**src/rtl/rggen_rtl_pkg.sv**
```systemverilog
`default_nettype none
// ---------------------------------------------------------------------------
// rggen_rtl_pkg : shared access/status encodings for rggen register buses.
// Revision: 1.0
// ---------------------------------------------------------------------------
package rggen_rtl_pkg;
  typedef enum logic [1:0] {
    RGGEN_POSTED_WRITE = 2'b01,
    RGGEN_READ         = 2'b10,
    RGGEN_WRITE        = 2'b11
  } rggen_access;

  typedef enum logic [1:0] {
    RGGEN_OKAY         = 2'b00,
    RGGEN_EXOKAY       = 2'b01,
    RGGEN_SLAVE_ERROR  = 2'b10,
    RGGEN_DECODE_ERROR = 2'b11
  } rggen_status;
endpackage
`default_nettype wire

```
**src/rtl/rggen_bus_if.sv**
```systemverilog
`default_nettype none
// ---------------------------------------------------------------------------
// rggen_bus_if : generic valid/ready register bus between master and slave.
// Revision: 1.0
// ---------------------------------------------------------------------------
interface rggen_bus_if
  import rggen_rtl_pkg::*;
#(
  parameter int ADDRESS_WIDTH = 8,
  parameter int BUS_WIDTH     = 32,
  parameter int STROBE_WIDTH  = BUS_WIDTH / 8
)();
  logic                     valid;
  rggen_access              access;
  logic [ADDRESS_WIDTH-1:0] address;
  logic [BUS_WIDTH-1:0]     write_data;
  logic [STROBE_WIDTH-1:0]  strobe;
  logic                     ready;
  rggen_status              status;
  logic [BUS_WIDTH-1:0]     read_data;

  modport master (
    output valid, access, address, write_data, strobe,
    input  ready, status, read_data
  );

  modport slave (
    input  valid, access, address, write_data, strobe,
    output ready, status, read_data
  );
endinterface
`default_nettype wire

```
**src/rtl/rggen_bus_initiator.sv**
```systemverilog
`default_nettype none
// ---------------------------------------------------------------------------
// rggen_bus_initiator : single-outstanding command/response master for rggen_bus_if.
// Revision: 1.0
// ---------------------------------------------------------------------------
module rggen_bus_initiator
  import rggen_rtl_pkg::*;
#(
  parameter int ADDRESS_WIDTH   = 8,
  parameter int BUS_WIDTH       = 32,
  parameter int STROBE_WIDTH    = BUS_WIDTH / 8,
  parameter bit CHECK_ALIGNMENT = 1'b1,
  parameter int TIMEOUT_CYCLES  = 0
)(
  input  logic                     i_clk,
  input  logic                     i_rst,
  input  logic                     i_command_valid,
  output logic                     o_command_ready,
  input  rggen_access              i_command_access,
  input  logic [ADDRESS_WIDTH-1:0] i_command_address,
  input  logic [BUS_WIDTH-1:0]     i_command_write_data,
  input  logic [STROBE_WIDTH-1:0]  i_command_strobe,
  output logic                     o_response_valid,
  input  logic                     i_response_ready,
  output rggen_status              o_response_status,
  output logic [BUS_WIDTH-1:0]     o_response_read_data,
  output logic                     o_timeout,
  rggen_bus_if.master              bus_if
);
  localparam logic [1:0] IDLE    = 2'd0;
  localparam logic [1:0] ISSUE   = 2'd1;
  localparam logic [1:0] RESPOND = 2'd2;

  localparam int COUNTER_WIDTH = (TIMEOUT_CYCLES > 0) ? $clog2(TIMEOUT_CYCLES + 1) : 1;
  localparam logic [COUNTER_WIDTH-1:0] COUNTER_MAX = COUNTER_WIDTH'(TIMEOUT_CYCLES);
  localparam int ALIGN_BITS = $clog2(BUS_WIDTH / 8);
  localparam logic [ADDRESS_WIDTH-1:0] ALIGN_MASK = ADDRESS_WIDTH'((1 << ALIGN_BITS) - 1);

  logic [1:0]               state;
  logic                     bus_valid;
  rggen_access              access;
  logic [ADDRESS_WIDTH-1:0] address;
  logic [BUS_WIDTH-1:0]     write_data;
  logic [STROBE_WIDTH-1:0]  strobe;
  rggen_status              response_status;
  logic [BUS_WIDTH-1:0]     response_data;
  logic [COUNTER_WIDTH-1:0] wait_count;

  logic command_ack;
  logic misaligned;

  assign o_command_ready = (state == IDLE) || ((state == RESPOND) && i_response_ready);
  assign command_ack     = i_command_valid && o_command_ready;
  assign misaligned      = CHECK_ALIGNMENT && ((i_command_address & ALIGN_MASK) != '0);

  always_ff @(posedge i_clk or posedge i_rst) begin
    if (i_rst) begin
      state           <= IDLE;
      bus_valid       <= 1'b0;
      access          <= rggen_access'(2'b00);
      address         <= '0;
      write_data      <= '0;
      strobe          <= '0;
      response_status <= RGGEN_OKAY;
      response_data   <= '0;
      wait_count      <= '0;
    end else if (command_ack) begin
      access     <= i_command_access;
      address    <= i_command_address;
      write_data <= i_command_write_data;
      strobe     <= i_command_strobe;
      wait_count <= '0;
      if (misaligned) begin
        // Rejected locally: never reaches the bus
        state           <= RESPOND;
        bus_valid       <= 1'b0;
        response_status <= RGGEN_SLAVE_ERROR;
        response_data   <= '0;
      end else begin
        state     <= ISSUE;
        bus_valid <= 1'b1;
      end
    end else if (state == ISSUE) begin
      if (bus_if.ready) begin
        state           <= RESPOND;
        bus_valid       <= 1'b0;
        response_status <= bus_if.status;
        response_data   <= (access == RGGEN_READ) ? bus_if.read_data : '0;
      end else if (wait_count != COUNTER_MAX) begin
        wait_count <= wait_count + COUNTER_WIDTH'(1);
      end
    end else if ((state == RESPOND) && i_response_ready) begin
      state <= IDLE;
    end
  end

  assign o_response_valid     = (state == RESPOND);
  assign o_response_status    = response_status;
  assign o_response_read_data = response_data;
  assign o_timeout            = (TIMEOUT_CYCLES != 0) && (state == ISSUE) && (wait_count == COUNTER_MAX);

  assign bus_if.valid      = bus_valid;
  assign bus_if.access     = access;
  assign bus_if.address    = address;
  assign bus_if.write_data = write_data;
  assign bus_if.strobe     = strobe;
endmodule
`default_nettype wire

```
**src/flat_wrapper.sv**
```systemverilog
// flat-port wrapper written by rule: the top's interface ports become plain ports
module rggen_bus_initiator_flat import rggen_rtl_pkg::*;
#(
  parameter int ADDRESS_WIDTH   = 8,
  parameter int BUS_WIDTH       = 32,
  parameter int STROBE_WIDTH    = BUS_WIDTH / 8,
  parameter bit CHECK_ALIGNMENT = 1'b1,
  parameter int TIMEOUT_CYCLES  = 0
)
  (i_clk, i_rst, i_command_valid, o_command_ready, i_command_access, i_command_address, i_command_write_data, i_command_strobe, o_response_valid, i_response_ready, o_response_status, o_response_read_data, o_timeout, bus_if_valid, bus_if_access, bus_if_address, bus_if_write_data, bus_if_strobe, bus_if_ready, bus_if_status, bus_if_read_data);
  rggen_bus_if #(.ADDRESS_WIDTH(ADDRESS_WIDTH), .BUS_WIDTH(BUS_WIDTH), .STROBE_WIDTH(STROBE_WIDTH)) bus_if_i ();
  input  logic i_clk;
  input  logic i_rst;
  input  logic i_command_valid;
  output logic o_command_ready;
  input  rggen_access i_command_access;
  input  logic [ADDRESS_WIDTH-1:0] i_command_address;
  input  logic [BUS_WIDTH-1:0] i_command_write_data;
  input  logic [STROBE_WIDTH-1:0] i_command_strobe;
  output logic o_response_valid;
  input  logic i_response_ready;
  output rggen_status o_response_status;
  output logic [BUS_WIDTH-1:0] o_response_read_data;
  output logic o_timeout;
  output wire logic [$bits(bus_if_i.valid)-1:0] bus_if_valid;
  output wire logic [$bits(bus_if_i.access)-1:0] bus_if_access;
  output wire logic [$bits(bus_if_i.address)-1:0] bus_if_address;
  output wire logic [$bits(bus_if_i.write_data)-1:0] bus_if_write_data;
  output wire logic [$bits(bus_if_i.strobe)-1:0] bus_if_strobe;
  input wire logic [$bits(bus_if_i.ready)-1:0] bus_if_ready;
  input wire logic [$bits(bus_if_i.status)-1:0] bus_if_status;
  input wire logic [$bits(bus_if_i.read_data)-1:0] bus_if_read_data;
  assign bus_if_valid = bus_if_i.valid;
  assign bus_if_access = bus_if_i.access;
  assign bus_if_address = bus_if_i.address;
  assign bus_if_write_data = bus_if_i.write_data;
  assign bus_if_strobe = bus_if_i.strobe;
  assign bus_if_i.ready = bus_if_ready;
  assign bus_if_i.status = bus_if_status;
  assign bus_if_i.read_data = bus_if_read_data;
  rggen_bus_initiator #(.ADDRESS_WIDTH(ADDRESS_WIDTH), .BUS_WIDTH(BUS_WIDTH), .STROBE_WIDTH(STROBE_WIDTH), .CHECK_ALIGNMENT(CHECK_ALIGNMENT), .TIMEOUT_CYCLES(TIMEOUT_CYCLES)) u_core (.i_clk(i_clk), .i_rst(i_rst), .i_command_valid(i_command_valid), .o_command_ready(o_command_ready), .i_command_access(i_command_access), .i_command_address(i_command_address), .i_command_write_data(i_command_write_data), .i_command_strobe(i_command_strobe), .o_response_valid(o_response_valid), .i_response_ready(i_response_ready), .o_response_status(o_response_status), .o_response_read_data(o_response_read_data), .o_timeout(o_timeout), .bus_if(bus_if_i));
endmodule
```
**config.mk**
```make
export PLATFORM = sky130hd
export DESIGN_NAME = rggen_bus_initiator_flat
export DESIGN_NICKNAME = d
export VERILOG_FILES = /design/src/rtl/rggen_rtl_pkg.sv /design/src/rtl/rggen_bus_if.sv /design/src/rtl/rggen_bus_initiator.sv /design/src/flat_wrapper.sv
export SDC_FILE = /design/constraint.sdc
export NUM_CORES = 1
export LEC_CHECK = 0
export CAP_MARGIN = 0
export CORE_MARGIN = 1
export CORE_UTILIZATION = 46
export DETAILED_ROUTE_END_ITERATION = 10
export PLACE_DENSITY_LB_ADDON = 0.1
export RECOVER_POWER = 25
export SYNTH_ARGS = -nofsm -noshare
export SYNTH_HDL_FRONTEND = slang
export SYNTH_SLANG_ARGS = --single-unit
```
**constraint.sdc**
```tcl
create_clock -name i_clk -period 8.19 [get_ports i_clk]
set_input_delay 2.0475 -clock i_clk [delete_from_list [all_inputs] [get_ports i_clk]]
set_output_delay 2.0475 -clock i_clk [all_outputs]
set_load 0.05 [all_outputs]
```
==> results_dict.tcl <==
set metrics [dict create \
    worstSetupStartpointType "input port" \
    cts.repair.resized 0 \
    layout-drive-gt1-share_pct 23.6 \
    synth.mux.area_fraction_pct 13.3 \
    power_density_nw_per_um2 417 \
    num-fill-cells 609 \
    tritoncts_num_sinks 83 \
    clkTransAtPathRegs_ns 0.08 \
    ant_nets 0 \
    detail_route.vias_per_cell 4.93 \
    postSynthCellCount 271 \
    power.switching_fraction_pct 49.0 \
    nNetsFinal 517 \
    min_path_type "reg2reg" \
    syn-mean-instance-area_um2 14.4 \
    worst-setup-path-type "in2out" \
    design_power_total_mw 2.40 \
    initialDrtViolationCount 51 \
    grt_first_pass_wirelength_mm 13.2 \
    drc 0 \
    async_reset_ff_share_pct 100 \
    top_signal_layer_used "met4" \
    cp_cell_sequence "clkdlybuf4s50_1, and2b_4, nor2_1, clkdlybuf4s50_1" \
    clk_lat_worst_skew_ns 0.35 \
    crit_path_max_fanout 3 \
    maxCapViolCount 0 \
    vias_in_the_first_global_route 2671 \
    timing.critical_path.mode_cell "sky130_fd_sc_hd__clkdlybuf4s50_1" \
    antenna_found_initial 0 \
    fraction_of_synthesized_cell_area_taken_by_the_top_area_cell_type_pct 53.3 \
    data_required_time_of_the_worst_path_ns 6.14 \
    ir_worst_vdd_uv 165 \
    power_frac_seq_pct 27.7 \
    dominant_combinational_cell_family_by_area_after_synthesis "compound AO/OA/AOI/OAI gates" \
    switching_power_summed_over_all_nets_mw 1.18 \
    m1WireLength_mm 3.63 \
    synthToLayoutAreaGrowth_pct 47.7 \
    static_leakage_nw 2.37 \
    drtPass1Iterations 3 \
    place.detailed.hpwl_mm 5.80 \
    post_cts_setup_bufs 0 \
    cpPeakStageDelay_ns 0.80 \
    max-slew-margin-rel_pct 28.9 \
    max_h_tree_level 3 \
    yosysUniqueCellTypes 29 \
    rsz0062_at_grt "no" \
    arrival_ns 3.62 \
    cts_made_buffers 9 \
    quantity_of_hold_fixing_buffers_added_after_cts 0 \
    vias 2672 \
    multi_input_comb_area_um2 1520 \
    number_of_diodes_added_for_antenna_fixing 0 \
    seqCellArea_um2 2080 \
    clk_path_buf_depth 2 \
    final-setup-viol-count 0 \
    hold_viol_final 0 \
    routed-wl-met2_mm 4.04 \
    power.share.clock_pct 12.3 \
    syn-cell-area_um2 3900 \
    portBuffers 167 \
    grt_start_max_net_pins 84 \
    synth_xor_xnor_area_share_pct 0 \
    fp.dieArea_um2 8840 \
    synth_enable_flop_cells 0 \
    core_region_area_um2 8220 \
    setup.worst_path.end_class "output port" \
    run_status "finished clean" \
    cts.root.buffer_cell "sky130_fd_sc_hd__clkbuf_8" \
    y_dimension_of_the_die_um 94.0 \
    r2r_setup_slack_ns 5.56 \
    wl_per_cell_um 15.4 \
    achievable-frequency_mhz 177 \
    place_inst 526 \
    drv_slew 0 \
    final_min_period_over_clock_period_pct 69.2 \
    layoutNonFillerInstCount 542 \
    gr-usage-all-layers_pct 19.8 \
    cts_tree "built" \
    floorplan.initialDensity_pct 47.4 \
    synth-simple-area-share_pct 2.89 \
    detailroute.wirelength.met3_um 558 \
    timing.critical_path.slowest_stage_cell "sky130_fd_sc_hd__clkdlybuf4s50_1" \
    wl_mm 8.37 \
    finalCriticalPeriod_ns 5.67 \
    synthAdderAreaFrac_pct 0 \
    internal_power_mw 1.22 \
    floorplan.die.width_um 94.0 \
    ys.flop_type "sky130_fd_sc_hd__dfrtp_1" \
    post_synthesis_compound_gate_area_fraction_pct 22.4 \
    synth_seq_cells 83 \
    synth_area_leaders "sky130_fd_sc_hd__dfrtp_1 (53%), sky130_fd_sc_hd__o31ai_4 (16%), sky130_fd_sc_hd__mux2_2 (13%)" \
    worst_slew_pin_slew_ns 1.07 \
    grt-ovfl-total 0 \
    gp_congestion 0.718 \
    sequential_cell_area_fraction_in_the_yosys_report_pct 53.3 \
    fin_tns_setup_ns 0 \
    synthesis.nets 356 \
    pin_count 169 \
    synth_largest_area_cell "sky130_fd_sc_hd__dfrtp_1" \
    core.rowCount 33 \
    pwr-share-comb_pct 60.0 \
    fin_worst_skew_ns 0.0125 \
    synth.yosys.warnings 0 \
]
## layout make-up
class | instances | share of cell area [%]
multi-input combinational | 133 | 26.4
inverter | 35 | 2.31
clock buffer | 9 | 2.15
clock inverter | 7 | 1.33
tap | 105 | 2.28
timing repair buffer | 170 | 29.4
sequential | 83 | 36.1
## placed cells by master, fill, tap and decap left out, types with 3 or more instances in the layout
cell type | netlist | layout
sky130_fd_sc_hd__o21ai_0 | 33 | 33
sky130_fd_sc_hd__dfrtp_1 | 83 | 83
sky130_fd_sc_hd__clkdlybuf4s50_1 | 0 | 165
sky130_fd_sc_hd__mux2_2 | 46 | 46
sky130_fd_sc_hd__inv_1 | 35 | 34
sky130_fd_sc_hd__clkbuf_8 | 0 | 9
sky130_fd_sc_hd__buf_4 | 1 | 3
sky130_fd_sc_hd__o31ai_4 | 30 | 30
## path summary, 6_finish.rpt
kind / to / startpoint / cells past startpoint
worst max-delay path: o_command_ready / i_response_ready / 4
worst min-delay path: u_core.bus_if.valid$_DFFE_PP0P_ / u_core.bus_if.valid$_DFFE_PP0P_ / 1
min in group asynchronous: u_core.bus_if.write_data[22]$_DFFE_PP0P_ / i_rst / 3
worst min register to register: u_core.bus_if.valid$_DFFE_PP0P_ / u_core.bus_if.valid$_DFFE_PP0P_ / 1
max in group asynchronous: u_core.bus_if.write_data[12]$_DFFE_PP0P_ / i_rst / 3
worst max register to register: u_core.o_response_status[1]$_DFFE_PP0P_ / u_core.state[1]$_DFFE_PP0P_ / 4
## synth_stat cells (2+ instances only)
| cell type | instances |
|---|---|
| sky130_fd_sc_hd__buf_6 | 4 |
| sky130_fd_sc_hd__nor2_1 | 2 |
| sky130_fd_sc_hd__o31ai_4 | 30 |
| sky130_fd_sc_hd__o31ai_1 | 2 |
| sky130_fd_sc_hd__a21o_1 | 2 |
| sky130_fd_sc_hd__buf_12 | 4 |
| sky130_fd_sc_hd__dfrtp_1 | 83 |
| sky130_fd_sc_hd__mux2_2 | 46 |
| sky130_fd_sc_hd__inv_1 | 35 |
| sky130_fd_sc_hd__buf_2 | 5 |
| sky130_fd_sc_hd__a21oi_1 | 2 |
| sky130_fd_sc_hd__clkbuf_1 | 6 |
| sky130_fd_sc_hd__nand3_1 | 2 |
| sky130_fd_sc_hd__o21ai_0 | 33 |
## per-layer routing
metal | track usage [%] | vias to the layer above
li1 | - | 1264
met1 | 25.0 | 1298
met2 | 32.4 | 100
met3 | 4.69 | 10
met4 | 8.46 | 0
met5 | 0 | -
## power groups by stage
stage | clock network [mW] | registers, mW | logic (mW)
after floorplan | 0 | 1.25 | 0.465
after global placement | 0 | 0.665 | 1.44
after detailed placement | 0 | 0.676 | 1.45
after CTS | 0.305 | 0.668 | 1.45
after global routing | 0.322 | 0.690 | 1.50
final | 0.295 | 0.666 | 1.44
## worst max-delay path: cells and delay by family
family / cells / cell delay [ns]
buffers and inverters: 2 / 1.27
AND/OR/NAND/NOR: 2 / 0.29
## registers in the layout, indices dropped and copies added, names as in the netlist
name	count
u_core.bus_if.write_data	32
u_core.bus_if.address	8
u_core.state	2
u_core.o_response_read_data	32
u_core.bus_if.strobe	4
u_core.bus_if.access	2
u_core.bus_if.valid	1
u_core.o_response_status	2
## cells by family after synthesis
family	after synthesis
DFF	83
AOI/OAI and AO/OA	71
buffers and inverters	55
muxes	46
and+or+nand+nor	15
other	1
## stage by stage
| stage | hold WS, ns | worst slack (ns) | util, % | area [µm²] |
|---|---|---|---|---|
| 2_1_floorplan | 0.523 | 3.26 | - | 3900 |
| 3_3_place_gp | 0.463 | 2.53 | 67.6 | 5550 |
| 3_5_place_dp | 0.465 | 2.53 | 67.6 | 5550 |
| 4_1_cts | 0.484 | 2.52 | 70.0 | 5750 |
| 5_1_grt | 0.504 | 2.49 | 70.0 | 5750 |
| 6_report | 0.482 | 2.52 | 70.0 | 5750 |
Power figures use the tool's default switching activity.
==> RTL edit, RTL diff (same flow settings) <==
Register the output `o_response_status` once more; this adds one clock of latency there. The other outputs are not delayed to match.
--- a/src/rtl/rggen_bus_initiator.sv
+++ b/src/rtl/rggen_bus_initiator.sv
@@ -97,3 +97,5 @@
   assign o_response_valid     = (state == RESPOND);
-  assign o_response_status    = response_status;
+  always_ff @(posedge i_clk) begin
+    o_response_status <= response_status;
+  end
   assign o_response_read_data = response_data;
Behaviour: not the same (a bounded check fails within 4 cycles, from zero or initial values and one cycle with i_rst high).
==> RTL edit against the unedited design <==
Worst setup slack got worse by 0.017 ns. Cell area rose by 0.96%. Wire length rose by 0.93%. Total power rose by 1.7%. Synthesized area rose by 1.0%. Sequential cell count rose by 2. Non-clock buffer count did not move. Highest routed layer unchanged. Synthesized cell count rose by 0.74%. Clock power rose by 8.5%.
==> RTL edit: results (changes against the unedited design) <==
yosys:
  yosysSeqAreaShare_pct: 53.8  # +0.47 points
  synth_compound_area_share_pct: 22.2  # -0.23 points
  ys_types: 30  # +3.4%
  synthMuxAreaShare_pct: 13.2  # -0.14 points
  ys_async_sr_fraction_pct: 97.6  # -2.4 points
  ys.warnings.count: 0  # unchanged
  postSynthCellCount: 273  # +0.74%
  synth_nets: 358  # +0.56%
  synth.area.top_cells: "dfrtp_1 53%, o31ai_4 16%, mux2_2 13%, o21ai_0 4.2%, inv_1 3.3%"
placed_design:
  hpwl_mm: 5.88  # +1.4%
  place_ws_ns: 2.50  # -0.0274 ns
  place_inst: 528  # +0.38%
  place_congestion: 0.738  # +2.8%
  placed_area_mm2: 0.00559  # +0.72%
power_and_ir_drop:
  cellLeakagePower_uw: 0.00239  # +0.89%
  peakVddDrop_mv: 0.187  # +13%
  powerClk_uw: 320  # +8.5%
  p_int_uw: 1270  # +3.7%
  power.density_mw_per_mm2: 420  # +0.74%
  pwr-share-seq_pct: 27.8  # about the same
  power_frac_comb_pct: 59.1  # -0.9 points
global_route:
  gr-usage-all-layers_pct: 19.5  # -0.32 points
  grtUsageMet2_pct: 31.5  # -0.96 points
  use_met1_pct: 25.7  # +0.73 points
  grt_use_met3_pct: 4.43  # -0.26 points
  grt_pass1_wl_mm: 13.3  # +0.78%
final_layout:
  drive_gt1_share_pct: 23.0  # -0.56 points
  diodes: 0  # unchanged
  nNetsFinal: 519  # +0.39%
  nFillCells: 614  # +0.82%
route:
  wl_met1_mm: 3.58  # -1.5%
  wl_per_cell_um: 15.5  # +0.56%
  met3_length_um: 589  # +5.6%
  drtIter0Drc: 77  # +51%
  wl_met2_mm: 4.12  # +2.1%
  drt-pass1-iter-count: 4  # +1
  vias: 2738  # +2.5%
  vias_per_cell: 5.03  # +2.1%
clock_network:
  post_cts_buffers: 0  # unchanged
  cts-root-buf: "clkbuf_8"
  cts_inserted_buffers: 9  # unchanged
  clkTransAtPathRegs_ns: 0.08  # about the same
worst_setup_path:
  reg2reg_from: "u_core.state[0]$_DFFE_PP0P_"
  worstPathArrival_ns: 3.63  # about the same
  path_max_fanout: 3  # unchanged
  cpPeakStageDelay_ns: 0.83  # +0.03 ns
  cp_slowest_cell: "clkdlybuf4s50_1"
run_status:
  status: "completed"
hold_path:
  min_path_type: "reg -> reg"
  min-delay-start: "u_core.response_status[1]$_DFFE_PP0P_"
timing:
  skew_ns: 0.0119  # -0.000653 ns
  worstMarginPinSlew_ns: 1.08  # +0.0150 ns
[RTL edit: cell count changes after synthesis]
| cell | change |
|---|---|
| dfxtp_1 | +2 |
[RTL edit: cell type report]
type                    instances  area share, %
flip-flops and latches         85           36.4
repair buffers                170           29.2
multi-input cells             133           26.1
inverters                      35           2.28
clock buffers                  11           2.26
well taps                     105           2.26
clock inverters                 5           1.44
[RTL edit: path summary, 6_finish.rpt]
kind	endpoint	slack [ns]	cells past startpoint
hold / removal	u_core.o_response_status[1]$_DFF_P_	0.37	0
setup / recovery	o_command_ready	2.51	4
hold reg to reg	u_core.o_response_status[1]$_DFF_P_	0.37	0
setup reg to reg	u_core.o_response_read_data[6]$_DFFE_PP0P_	5.61	4
max in group asynchronous	u_core.bus_if.strobe[3]$_DFFE_PP0P_	5.02	3
min in group asynchronous	u_core.bus_if.strobe[1]$_DFFE_PP0P_	2.51	3
[RTL edit: worst max-delay path, delay by kind of cell]
family	cells	cell delay (ns)
AND/OR/NAND/NOR	2	0.29
buffers and inverters	2	1.29
